<file path="src/rtl/pool_window_buffer_pkg.sv">
// Shared definitions for the 2x2 pooling window buffer.
//   DEF_DATA_WIDTH : default signed pixel width
//   POOL_WIN       : window element count (2*2), the POOL_ constant of the buffer
//   pool_state_e   : FILL (even row, loading the line buffer) / PAIR (odd row, emitting windows)
package pool_window_buffer_pkg;

  localparam int unsigned DEF_DATA_WIDTH = 8;
  localparam int unsigned POOL_WIN       = 2 * 2;

  typedef enum logic {
    FILL = 1'b0,
    PAIR = 1'b1
  } pool_state_e;

endpackage

</file>
<file path="src/rtl/pool_line_buffer.sv">
// One-row line buffer for the pooling window buffer.
//   clk        : clock
//   wr_en_i    : write strobe
//   wr_addr_i  : write column
//   wr_data_i  : pixel to store
//   rd_addr_i  : even column of the adjacent pair to read
//   rd_even_o  : entry rd_addr_i (combinational read)
//   rd_odd_o   : entry rd_addr_i+1 (combinational read)
module pool_line_buffer #(
  parameter int unsigned DATA_WIDTH = 8,
  parameter int unsigned DEPTH      = 28,
  localparam int unsigned AW        = $clog2(DEPTH)
) (
  input  logic                         clk,
  input  logic                         wr_en_i,
  input  logic [AW-1:0]                wr_addr_i,
  input  logic signed [DATA_WIDTH-1:0] wr_data_i,
  input  logic [AW-1:0]                rd_addr_i,
  output logic signed [DATA_WIDTH-1:0] rd_even_o,
  output logic signed [DATA_WIDTH-1:0] rd_odd_o
);

  // Storage is never reset: every entry is rewritten before it is read.
  logic signed [DATA_WIDTH-1:0] mem_q [DEPTH];

  always_ff @(posedge clk) begin
    if (wr_en_i) begin
      mem_q[wr_addr_i] <= wr_data_i;
    end
  end

  assign rd_even_o = mem_q[rd_addr_i];
  assign rd_odd_o  = mem_q[rd_addr_i + AW'(1)];

endmodule

</file>
<file path="src/rtl/pool_window_buffer.sv">
// Raster-order pixel stream to 2x2 non-overlapping pooling windows (stride 2, floor).
//   clk, rst_n : clock, synchronous active-low reset
//   in_valid   : upstream pixel valid
//   in_data    : raster-order signed pixel
//   in_ready   : pixel accepted on in_valid & in_ready (combinational)
//   win_valid  : window valid (registered)
//   win_data   : window {top-left, top-right, bottom-left, bottom-right}
//   win_ready  : downstream accepts on win_valid & win_ready
//   win_last   : marks the final window of a frame
module pool_window_buffer
  import pool_window_buffer_pkg::*;
#(
  parameter int unsigned DATA_WIDTH = DEF_DATA_WIDTH,
  parameter int unsigned IFM_COLS   = 28,
  parameter int unsigned IFM_ROWS   = 28,
  parameter int unsigned POOL_      = POOL_WIN
) (
  input  logic                         clk,
  input  logic                         rst_n,
  input  logic                         in_valid,
  input  logic signed [DATA_WIDTH-1:0] in_data,
  output logic                         in_ready,
  output logic                         win_valid,
  output logic signed [DATA_WIDTH-1:0] win_data [POOL_],
  input  logic                         win_ready,
  output logic                         win_last
);

  localparam int unsigned COL_W        = $clog2(IFM_COLS);
  localparam int unsigned ROW_W        = $clog2(IFM_ROWS);
  localparam int unsigned LAST_WIN_COL = 2 * (IFM_COLS / 2) - 1;
  localparam int unsigned LAST_WIN_ROW = 2 * (IFM_ROWS / 2) - 1;

  pool_state_e                  state_q, state_d;
  logic [COL_W-1:0]             col_q, col_d;
  logic [ROW_W-1:0]             row_q, row_d;
  logic signed [DATA_WIDTH-1:0] held_q, held_d;
  logic                         win_valid_q, win_valid_d;
  logic                         win_last_q, win_last_d;
  logic signed [DATA_WIDTH-1:0] win_data_q [POOL_];
  logic signed [DATA_WIDTH-1:0] win_data_d [POOL_];

  logic                         in_fire, win_fire, last_col, last_row;
  logic                         lb_wr_en;
  logic [COL_W-1:0]             lb_rd_addr;
  logic signed [DATA_WIDTH-1:0] lb_rd_even, lb_rd_odd;

  assign in_ready   = !win_valid_q || win_ready;
  assign in_fire    = in_valid && in_ready;
  assign win_fire   = win_valid_q && win_ready;
  assign last_col   = (col_q == COL_W'(IFM_COLS - 1));
  assign last_row   = (row_q == ROW_W'(IFM_ROWS - 1));
  assign lb_wr_en   = in_fire && (state_q == FILL);
  // Top pair of the window always starts at the even column below the current one.
  assign lb_rd_addr = col_q & ~COL_W'(1);

  pool_line_buffer #(
    .DATA_WIDTH (DATA_WIDTH),
    .DEPTH      (IFM_COLS)
  ) u_line_buffer (
    .clk       (clk),
    .wr_en_i   (lb_wr_en),
    .wr_addr_i (col_q),
    .wr_data_i (in_data),
    .rd_addr_i (lb_rd_addr),
    .rd_even_o (lb_rd_even),
    .rd_odd_o  (lb_rd_odd)
  );

  // Next-state: raster counters, row-parity FSM, held pixel and window register.
  always_comb begin
    state_d     = state_q;
    col_d       = col_q;
    row_d       = row_q;
    held_d      = held_q;
    win_valid_d = win_valid_q;
    win_last_d  = win_last_q;
    for (int i = 0; i < int'(POOL_); i++) begin
      win_data_d[i] = win_data_q[i];
    end

    if (win_fire) begin
      win_valid_d = 1'b0;
      win_last_d  = 1'b0;
    end

    if (in_fire) begin
      col_d = last_col ? '0 : col_q + COL_W'(1);
      if (last_col) begin
        row_d = last_row ? '0 : row_q + ROW_W'(1);
        // Frame end always returns to FILL, even when an odd last row was in FILL.
        state_d = (last_row || (state_q == PAIR)) ? FILL : PAIR;
      end
      if (state_q == PAIR) begin
        if (!col_q[0]) begin
          held_d = in_data;
        end else begin
          win_valid_d   = 1'b1;
          win_data_d[0] = lb_rd_even;
          win_data_d[1] = lb_rd_odd;
          win_data_d[2] = held_q;
          win_data_d[3] = in_data;
          win_last_d    = (row_q == ROW_W'(LAST_WIN_ROW)) &&
                          (col_q == COL_W'(LAST_WIN_COL));
        end
      end
    end
  end

  // State and output registers.
  always_ff @(posedge clk) begin
    if (!rst_n) begin
      state_q     <= FILL;
      col_q       <= '0;
      row_q       <= '0;
      held_q      <= '0;
      win_valid_q <= 1'b0;
      win_last_q  <= 1'b0;
      for (int i = 0; i < int'(POOL_); i++) begin
        win_data_q[i] <= '0;
      end
    end else begin
      state_q     <= state_d;
      col_q       <= col_d;
      row_q       <= row_d;
      held_q      <= held_d;
      win_valid_q <= win_valid_d;
      win_last_q  <= win_last_d;
      for (int i = 0; i < int'(POOL_); i++) begin
        win_data_q[i] <= win_data_d[i];
      end
    end
  end

  assign win_valid = win_valid_q;
  assign win_last  = win_last_q;
  assign win_data  = win_data_q;

endmodule
</file>
<file path="config.mk">
export PLATFORM = sky130hd
export DESIGN_NAME = pool_window_buffer
export DESIGN_NICKNAME = d
export VERILOG_FILES = /design/src/rtl/pool_window_buffer_pkg.sv /design/src/rtl/pool_line_buffer.sv /design/src/rtl/pool_window_buffer.sv
export SDC_FILE = /design/constraint.sdc
export NUM_CORES = 1
export LEC_CHECK = 0
export ABC_AREA = 1
export BUFFER_PORTS_ARGS = -buffer_cell sky130_fd_sc_hd__buf_2
export CAP_MARGIN = 20
export CELL_PAD_IN_SITES_DETAIL_PLACEMENT = 0
export CELL_PAD_IN_SITES_GLOBAL_PLACEMENT = 1
export CORE_ASPECT_RATIO = 0.75
export CORE_MARGIN = 5
export CORE_UTILIZATION = 30
export CTS_BUF_LIST = sky130_fd_sc_hd__clkbuf_4 sky130_fd_sc_hd__clkbuf_8
export DETAILED_ROUTE_END_ITERATION = 6
export PLACE_DENSITY = 0.62
export SYNTH_ARGS = -nofsm -noshare
export SYNTH_HDL_FRONTEND = slang
export SYNTH_HIERARCHICAL = 1
export SYNTH_SLANG_ARGS = --single-unit
</file>
<file path="constraint.sdc">
create_clock -name clk -period 2.2 [get_ports clk]
set_input_delay 0.11 -clock clk [delete_from_list [all_inputs] [get_ports clk]]
set_output_delay 0.11 -clock clk [all_outputs]
set_load 0.005 [all_outputs]
</file>
Word level (Yosys, flattened, before mapping)
Memory sizes are Yosys's and may differ from the RTL's. A register that Yosys moved wholly into a read port is not among the register bits.
Cells that the tools add are included.
{"block": "classes", "reduce_logical": 12, "n_addsub": 3, "bitwise_logic": 2, "n_mux": 13, "eq_ne": 2}
{"operator": "5-bit by 1-bit adder with 5-bit output, second input constant", "n": 3}
{"operator": "1-bit 2-to-1 mux", "n": 11}
{"operator": "5-bit equality test, second input constant", "n": 2}
{"operator": "5-bit 2-to-1 mux", "n": 2}
{"operator": "3-bit AND reduction", "n": 2}
{"operator": "1-bit logical AND", "n": 4}
{"operator": "1-bit logical NOT", "n": 3}
{"operator": "1-bit logical OR", "n": 2}
{"operator": "1-bit NOT", "n": 2}
{"operator": "2-bit AND reduction", "n": 1}
{"block": "totals", "mem_count": 1, "mem_bits_rw": 224, "out_inout_bits": 35, "register_bits": 37}
{"memory": "u_line_buffer.mem_q", "words": 28, "word_bits": 8, "rd": 2, "rd_ports_with_merged_regs": 2, "wr": 1, "line": "pool_line_buffer.sv:24", "rtl": "logic signed [DATA_WIDTH-1:0] mem_q [DEPTH];"}

Longest topological paths before layout
Gate-level depths: netlist (run 1).
{"block": "depth", "ltp_word": 6, "mapped_depth": 13, "depth_no_buf": 11}

By module
The synthesis (run 1) kept the hierarchy.
{"module": "pool_line_buffer", "instances": 1, "cells_per_inst": 1457, "area_each_um2": 12111.6, "seq_area_each_um2": 6726.5}
{"module": "pool_window_buffer", "instances": 1, "cells_per_inst": 295, "area_each_um2": 2210.9, "seq_area_each_um2": 1061.0}

Worst setup path before layout (run 1)
No wires, ideal clock.
{"block": "synth_path", "kind": "flip-flop to flip-flop", "from": "register win_valid_q, in the netlist win_valid", "to": "memory u_line_buffer.mem_q[11][0], enable pin", "arrival_time_ps": 1454, "n_path_buf": 0, "setup_time_ps": 370, "path_slack_ps": 376, "path_stages_with_launch": 6, "t_required_ps": 1830, "path_cell_list": "dfxtp_1 > nand2_2 > nand2_1 > nor2_1 > nand3_1 > nor2_1"}
{"block": "synth_via", "elab_chain_cells": 6}
{"item": "start, declared", "line": "pool_window_buffer.sv:38", "rtl": "logic win_valid_q, win_valid_d;"}
{"item": "start signal, assigned", "line": "pool_window_buffer.sv:127", "rtl": "win_valid_q <= win_valid_d;"}
{"item": "1-bit logical NOT", "line": "pool_window_buffer.sv:48", "rtl": "assign in_ready = !win_valid_q || win_ready;"}
{"item": "1-bit logical OR", "line": "pool_window_buffer.sv:48"}
{"item": "via in_ready", "line": "pool_window_buffer.sv:22", "rtl": "output logic in_ready,"}
{"item": "1-bit logical AND", "line": "pool_window_buffer.sv:49", "rtl": "assign in_fire = in_valid && in_ready;"}
{"item": "1-bit logical AND", "line": "pool_window_buffer.sv:53", "rtl": "assign lb_wr_en = in_fire && (state_q == FILL);"}
{"item": "via lb_wr_en", "line": "pool_window_buffer.sv:44", "rtl": "logic lb_wr_en;"}
{"item": "1-bit 2-to-1 mux", "line": "pool_line_buffer.sv:27", "rtl": "if (wr_en_i) begin"}
{"item": "1-bit 2-to-1 mux (implied by the code)", "line": "pool_line_buffer.sv:28", "rtl": "mem_q[wr_addr_i] <= wr_data_i;"}
{"item": "end, declared", "line": "pool_line_buffer.sv:24"}
The timed path passes the listed nets, and every way through them passes these cells.

Final worst setup path (run 1)
{"block": "layout_path", "from": "register win_valid_q, in the netlist win_valid", "to": "memory u_line_buffer.mem_q[0][6], enable pin"}
{"block": "layout_via", "elab_chain_cells": 6}
{"item": "1-bit logical NOT", "line": "pool_window_buffer.sv:48"}
{"item": "1-bit logical OR", "line": "pool_window_buffer.sv:48"}
{"item": "1-bit logical AND", "line": "pool_window_buffer.sv:49"}
{"item": "1-bit logical AND", "line": "pool_window_buffer.sv:53"}
{"item": "via lb_wr_en", "line": "pool_window_buffer.sv:44"}
{"item": "1-bit 2-to-1 mux", "line": "pool_line_buffer.sv:27"}
{"item": "1-bit 2-to-1 mux (implied by the code)", "line": "pool_line_buffer.sv:28"}
The timed path passes the listed nets, and every way through them passes these cells.

==> impl_metrics.env, run 1 <==
export IMPL_outcome="finished, final reports clean"
export IMPL_hold_violations=0
export IMPL_grt_start_max_net_pins=252
export IMPL_synth_area_per_cell_um2=8.17
export IMPL_drive_above_1_share_pct=12.5
export IMPL_drv_slew=0
export IMPL_dpl_cell_area_um2=15400
export IMPL_yosysSeqAreaShare_pct=54.4
export IMPL_first_pass_iters=5
export IMPL_setup_violations=0
export IMPL_dieArea_um2=52300
export IMPL_cts_buffer_depth=3
export IMPL_path_cells="nand2_2, nand2_1, nor2_1, nand3_1, buf_4, nor2_1"
export IMPL_period_needed_ps=2120
export IMPL_drv_cap=0
export IMPL_worst_slew_pin_slew_ps=859
export IMPL_core_area_um2=47300
export IMPL_path_clk_slew_ps=70
export IMPL_crit_required_ps=2390
export IMPL_h_tree_depth=2
export IMPL_placedCellCount=2409
export IMPL_grt_pass1_vias=11200
export IMPL_final_period_utilization_pct=96.4
export IMPL_final_cells=2503
export IMPL_finClkSkew_ps=49.3
export IMPL_via_per_inst=4.82
export IMPL_holdWs_ps=105
export IMPL_ios=47
export IMPL_syn_to_final_growth_pct=14.9
export IMPL_rsz0062_at_grt="true"
export IMPL_fin_util_pct=34.8
export IMPL_grt_antenna_before_repair=2
export IMPL_synth_area_top_cells="edfxtp_1 47%, nand2_1 16%, nand3_1 11%"
export IMPL_r2r_start="win_valid$_SDFF_PN0_"
export IMPL_slew_headroom_pct=42.5
export IMPL_num_vias=12100
export IMPL_final_area_um2=16500
export IMPL_grt_first_pass_wirelength_um=70700
export IMPL_yosysTopAreaCellShare_pct=47.0
export IMPL_critPathSlowestCell="nor2_1"
export IMPL_path_class="reg2reg"
export IMPL_die_w_um=262
export IMPL_hp_start="in_data[6]"
export IMPL_endpoint_kind="flop"
export IMPL_grt_overflow_total=0
export IMPL_crit_start="win_valid$_SDFF_PN0_"
export IMPL_ys_seq_elements=277
export IMPL_ys_warn_count=6
export IMPL_post_dp_hpwl_um=30600
export IMPL_die_h_um=199
export IMPL_post_cts_buffers=0
export IMPL_ys_flop_type="edfxtp_1"
export IMPL_worstPathArrival_ps=2310
export IMPL_port_buffers=46
export IMPL_cts_tree="done"
export IMPL_final_nets=1843
export IMPL_critical_path_most_common_cell="nor2_1"
export IMPL_p_leak_uw=0.00704
export IMPL_synth_most_common_cell="nand2_1"
export IMPL_cp_max_fo=8
export IMPL_finalWirelength_um=47500
export IMPL_row_count=69
export IMPL_netlist_area_um2=14300
export IMPL_clock_latency_ps=610
export IMPL_ir_drop_uv=419
export IMPL_start_util_pct=30.3
export IMPL_drc=0
export IMPL_wl_per_cell_um=19.0
export IMPL_hold_class="in2reg"
export IMPL_dr_first_iter_drc_count=1062
export IMPL_syn_inst=1752
export IMPL_synth_common_cells="627 x nand2_1, 305 x nand3_1, 224 x edfxtp_1"
export IMPL_power_density_nw_per_um2=715
export IMPL_root_buffer="clkbuf_8"
export IMPL_max_freq_mhz=471
export IMPL_start_kind="flop"
export IMPL_synth_edf_count=224
export IMPL_cts_sinks=277
export IMPL_gr_usage_all_layers_pct=17.7
export IMPL_yosysTopAreaCell="edfxtp_1"
export IMPL_ant_nets=0
export IMPL_async_flop_share_pct=0
export IMPL_ys_types=31
export IMPL_gp_congestion=0.807
export IMPL_power_total_uw=11800
export IMPL_max_stage_delay_ps=650
export IMPL_cts_made_buffers=48
-- stage by stage --
stage / setup TNS [ps] / worst slack (ps)
after floorplan: 0 / 376
after global placement: 0 / 88.4
after detailed placement: 0 / 62.7
after CTS: 0 / 23.2
after global routing: -64.3 / -7.48
final: 0 / 79.0
-- final timing paths --
kind,cells after the start,slack [ps],to
worst max-delay path,6,80,u_line_buffer/mem_q[0][6]$_DFFE_PP_
worst max register to register,6,80,u_line_buffer/mem_q[0][6]$_DFFE_PP_
worst min register to register,2,460,win_data[9]$_SDFFE_PN0P_
worst min-delay path,1,100,u_line_buffer/mem_q[11][6]$_DFFE_PP_
-- sequential cells by signal, summed over array words and instances, names as in the netlist --
signal	flops
col_q	5
held_q	8
row_q	5
state_q	1
u_line_buffer/mem_q	224
win_data	32
win_last	1
win_valid	1
-- critical path, delay by kind of cell, from the launching register on --
| kind | cells | cell delay (ps) |
|---|---|---|
| buffers and inverters | 1 | 180 |
| DFF | 1 | 320 |
| and+or+nand+nor | 5 | 1210 |
-- cells in the final DEF, fill, tap and decap left out, types with 2 or more instances in the layout --
cell type,instances
dfxtp_2,2
conb_1,2
dfxtp_1,51
clkinvlp_4,2
edfxtp_1,224
inv_2,7
clkbuf_4,16
ha_1,2
o21ai_0,37
nand2_1,627
nand2_2,3
nor2_1,54
o211ai_1,28
a21oi_1,56
nand3_1,303
buf_4,65
clkinv_2,5
clkbuf_8,53
buf_2,46
xor2_2,3
inv_1,214
dlygate4sd3_1,8
nand4_1,14
clkinv_1,9
nor2_2,13
nand3_2,3
buf_12,5
-- routing by layer --
layer	global-route usage (%)	vias up	wire length, um
met4	4.32	0	920
met5	0	-	0
met2	25.0	351	19400
li1	-	5856	-
met1	27.1	5783	23200
met3	4.25	74	3940
-- kinds of logic after synthesis --
logic type | count (synthesis) | share of synthesized area (%)
and+or+nand+nor | 1021 | 30.3
buffers and inverters | 322 | 9.53
DFF | 277 | 54.4
AOI/OAI and AO/OA | 123 | 4.91
xor gates and xnor gates | 5 | 0.647
adders and majority gates | 3 | 0.262
other | 1 | 0.0262
-- timing repair --
| action | 4_1_cts | 5_1_grt |
|---|---|---|
| endpoints found under the setup margin | 0 | 24 |
| hold endpoints to repair | 51 | 0 |
| gates resized for setup | 0 | 5 |
| hold buffers | 8 | 0 |
-- layout make-up --
cell class | count | area [um^2]
clock buffer | 69 | 850
timing repair buffer | 125 | 910
multi-input combinational | 1154 | 5190
fill | 5021 | 30900
clock inverter | 16 | 73.8
antenna | 1 | 2.50
inverter | 222 | 836
sequential | 277 | 7790
tap | 639 | 800
-- where the power goes --
group / total [uW] / switching [uW] / internal, uW
Clock: 4680 / 2210 / 2470
Sequential: 5700 / 14.7 / 5690
Combinational: 1370 / 987 / 387
Total: 11800 / 3210 / 8540
Note: power is estimated with default switching activity, not from simulation.
==> run 2: changes to the inputs <==
--- a/config.mk
+++ b/config.mk
@@ -5,7 +5,6 @@
 export SDC_FILE = /design/constraint.sdc
 export NUM_CORES = 1
 export LEC_CHECK = 0
-export ABC_AREA = 1
 export BUFFER_PORTS_ARGS = -buffer_cell sky130_fd_sc_hd__buf_2
 export CAP_MARGIN = 20
 export CELL_PAD_IN_SITES_DETAIL_PLACEMENT = 0
@@ -15,7 +14,8 @@
 export CORE_UTILIZATION = 30
 export CTS_BUF_LIST = sky130_fd_sc_hd__clkbuf_4 sky130_fd_sc_hd__clkbuf_8
 export DETAILED_ROUTE_END_ITERATION = 6
-export PLACE_DENSITY = 0.62
+export GPL_TIMING_DRIVEN = 1
+export PLACE_DENSITY = 0.57
 export SYNTH_ARGS = -nofsm -noshare
 export SYNTH_HDL_FRONTEND = slang
 export SYNTH_HIERARCHICAL = 1
==> run 2 against run 1 <==
The run now ends with max-slew violations left. Global-route usage fell by 2.1 points. First-iteration DRC count fell by 32%. Non-clock buffer count rose by 25. Sequential share of layout area rose by 3.2 points. Critical path type unchanged. Largest power group unchanged. Highest routed layer unchanged.
==> impl_metrics.env, run 2 <==
export IMPL_ys_types=54
export IMPL_grt_util_met1_pct=24.4
export IMPL_mostFrequentLayoutCells="224 x edfxtp_1, 122 x mux2i_1, 94 x buf_4, 93 x nand2_1, 71 x mux4_2"
export IMPL_dr_first_iter_drc_count=725
export IMPL_power_density_nw_per_um2=722
export IMPL_max_freq_mhz=467
export IMPL_finalWorstSetupSlack_ps=59.3
export IMPL_grt_antenna_before_repair=2
export IMPL_netlist_area_um2=13000
export IMPL_synthAdderAreaFrac_pct=0.289
export IMPL_dieArea_um2=47500
export IMPL_drive_above_1_share_pct=30.5
export IMPL_worst_slew_pin_slew_ps=1840
export IMPL_drv_cap=0
export IMPL_cts_buffer_depth=3
export IMPL_finClkSkew_ps=31.9
export IMPL_wl_per_cell_um=23.1
export IMPL_met2_usage_pct=22.8
export IMPL_post_dp_hpwl_um=26200
export IMPL_outcome="finished, violations left"
export IMPL_final_nets=1023
export IMPL_cts_made_buffers=44
export IMPL_synth_edf_count=224
export IMPL_ios=47
export IMPL_finalWirelength_um=37500
export IMPL_num_vias=8305
export IMPL_synth_simple_gate_area_share_pct=7.79
export IMPL_drv_slew=19
export IMPL_final_common_cell="edfxtp_1"
export IMPL_grt_busiest_layer="met1"
export IMPL_use_met3_pct=2.50
export IMPL_worstPathArrival_ps=2640
export IMPL_gp_congestion=0.802
export IMPL_yosysTopAreaCell="edfxtp_1"
export IMPL_power_total_uw=11100
export IMPL_yosysTopAreaCellShare_pct=51.9
export IMPL_synthXorXnorAreaFrac_pct=0.415
export IMPL_hold_class="in2reg"
export IMPL_ff2ff_setup_slack_ps=60
export IMPL_synth_area_top_cells="edfxtp_1 52%, mux4_2 12%, mux2i_1 9.4%"
export IMPL_pre_cts_ws_ps=3.17
export IMPL_start_kind="flop"
export IMPL_largest_register_ffs=224
export IMPL_synth_area_mux_share_pct=22.5
export IMPL_path_clk_slew_ps=60
export IMPL_grt_overflow_total=0
export IMPL_synth_common_cells="224 x edfxtp_1, 122 x mux2i_1, 93 x nand2_1"
export IMPL_post_cts_buffers=0
export IMPL_port_buffers=46
export IMPL_synth_compound_area_share_pct=6.14
export IMPL_yosysSeqAreaShare_pct=60.0
export IMPL_hold_violations=0
export IMPL_gr_usage_all_layers_pct=15.6
export IMPL_setup_violations=0
export IMPL_die_h_um=190
export IMPL_ir_drop_uv=412
export IMPL_async_flop_share_pct=0
export IMPL_cp_max_fo=17
export IMPL_syn_to_final_growth_pct=18.8
export IMPL_cts_sinks=277
export IMPL_grt_pass1_vias=8391
export IMPL_h_tree_depth=2
export IMPL_first_pass_iters=5
export IMPL_slew_headroom_pct=-22.9
export IMPL_row_count=66
export IMPL_root_buffer="clkbuf_8"
export IMPL_fin_setup_tns_ps=0
export IMPL_drc=0
export IMPL_final_period_utilization_pct=97.3
export IMPL_period_needed_ps=2140
export IMPL_die_w_um=250
export IMPL_largest_register="u_line_buffer/mem_q"
export IMPL_p_leak_uw=0.00520
export IMPL_crit_required_ps=2700
export IMPL_start_util_pct=30.1
export IMPL_path_class="reg2reg"
export IMPL_synth_area_per_cell_um2=14.9
export IMPL_ys_warn_count=6
export IMPL_synth_most_common_cell="edfxtp_1"
export IMPL_core_area_um2=43000
export IMPL_rsz0062_at_grt="true"
export IMPL_synth_top_family_by_area="multiplexers"
export IMPL_ys_seq_elements=277
export IMPL_syn_inst=869
export IMPL_grt_start_max_net_pins=74
export IMPL_clock_latency_ps=580
export IMPL_ys_flop_type="edfxtp_1"
export IMPL_grt_first_pass_wirelength_um=55600
export IMPL_violations="max-slew violations"
export IMPL_cts_tree="done"
export IMPL_ant_nets=0
export IMPL_endpoint_kind="flop"
export IMPL_via_per_inst=5.12
run 2: cell count changes in the layout (fill, tap and decap cells not counted), moves of 19 or more:
cell	previous run	this run
inv_1	214	10
nand3_1	303	19
mux2i_1	0	122
a21oi_1	56	2
nor2_1	54	34
nand2_1	627	93
o211ai_1	28	2
nor2b_1	0	19
o21ai_0	37	5
mux4_2	0	71
a21boi_0	0	27
a22oi_1	0	25
buf_4	65	94
run 2: per-layer routing:
metal  vias up  part of all wire [%]
met1      4358                    50
met2       216                    43
met3        36                   5.5
li1       3695                     -
met5         -                     0
met4         0                   1.3
run 2: report_power, final:
part / leakage, uW / total (uW) / switching [uW] / internal, uW
clock network: 0.000457 / 4430 / 2060 / 2360
logic: 0.00230 / 1000 / 543 / 459
registers: 0.00245 / 5700 / 14.4 / 5680
run 2: worst max-delay path: stages (launching register included):
cell	delay, ps
dfxtp_4	350
ha_4	240
buf_12	160
mux2i_1	130
mux4_2	470
mux2_2	300
a221oi_2	200
nand2_1	80
a21boi_1	120
run 2: kinds of logic (layout without fill, tap and decap cells):
logic type | after synthesis | count (layout)
buffers and inverters | 68 | 240
adders and majority gates | 3 | 3
muxes | 201 | 201
DFF | 277 | 277
other | 1 | 4
AOI/OAI and AO/OA | 106 | 106
and+or+nand+nor | 209 | 209
xor gates and xnor gates | 4 | 4
run 2: repair_timing:
action / in CTS / in global routing
setup endpoints to repair: 1 / 10
endpoints found under the hold margin: 16 / 0
hold buffers: 3 / 0
pin swaps: 0 / 0
resized for setup: 1 / 12
run 2: area by class of cell:
class / count / area (um^2)
Multi-Input combinational cell: 525 / 4880
Clock inverter: 22 / 151
Sequential cell: 277 / 7790
Fill cell: 4132 / 27600
Tap cell: 578 / 723
Inverter: 10 / 37.5
Antenna cell: 2 / 5.00
Timing Repair Buffer: 150 / 1100
Clock buffer: 58 / 717
run 2: path summary, 6_finish.rpt:
path	from	endpoint	depth (start not counted)
worst max-delay path	col_q[1]$_SDFFE_PN0P_	win_data[17]$_SDFFE_PN0P_	8
worst min-delay path	in_data[5]	win_data[5]$_SDFFE_PN0P_	3
worst max register to register	col_q[1]$_SDFFE_PN0P_	win_data[17]$_SDFFE_PN0P_	8
worst min register to register	win_data[0]$_SDFFE_PN0P_	win_data[0]$_SDFFE_PN0P_	2
run 2: metrics by stage:
stage | util (%) | std cells | area (um^2) | hold WS, ps
5_1_grt | 35.8 | 1621 | 15400 | 46.6
4_1_cts | 35.7 | 1620 | 15400 | 19.9
2_1_floorplan | - | 870 | 13000 | 209
3_3_place_gp | 33.6 | 1537 | 14500 | 434
3_5_place_dp | 33.6 | 1537 | 14500 | 437
6_report | 35.8 | 1622 | 15400 | 46.7
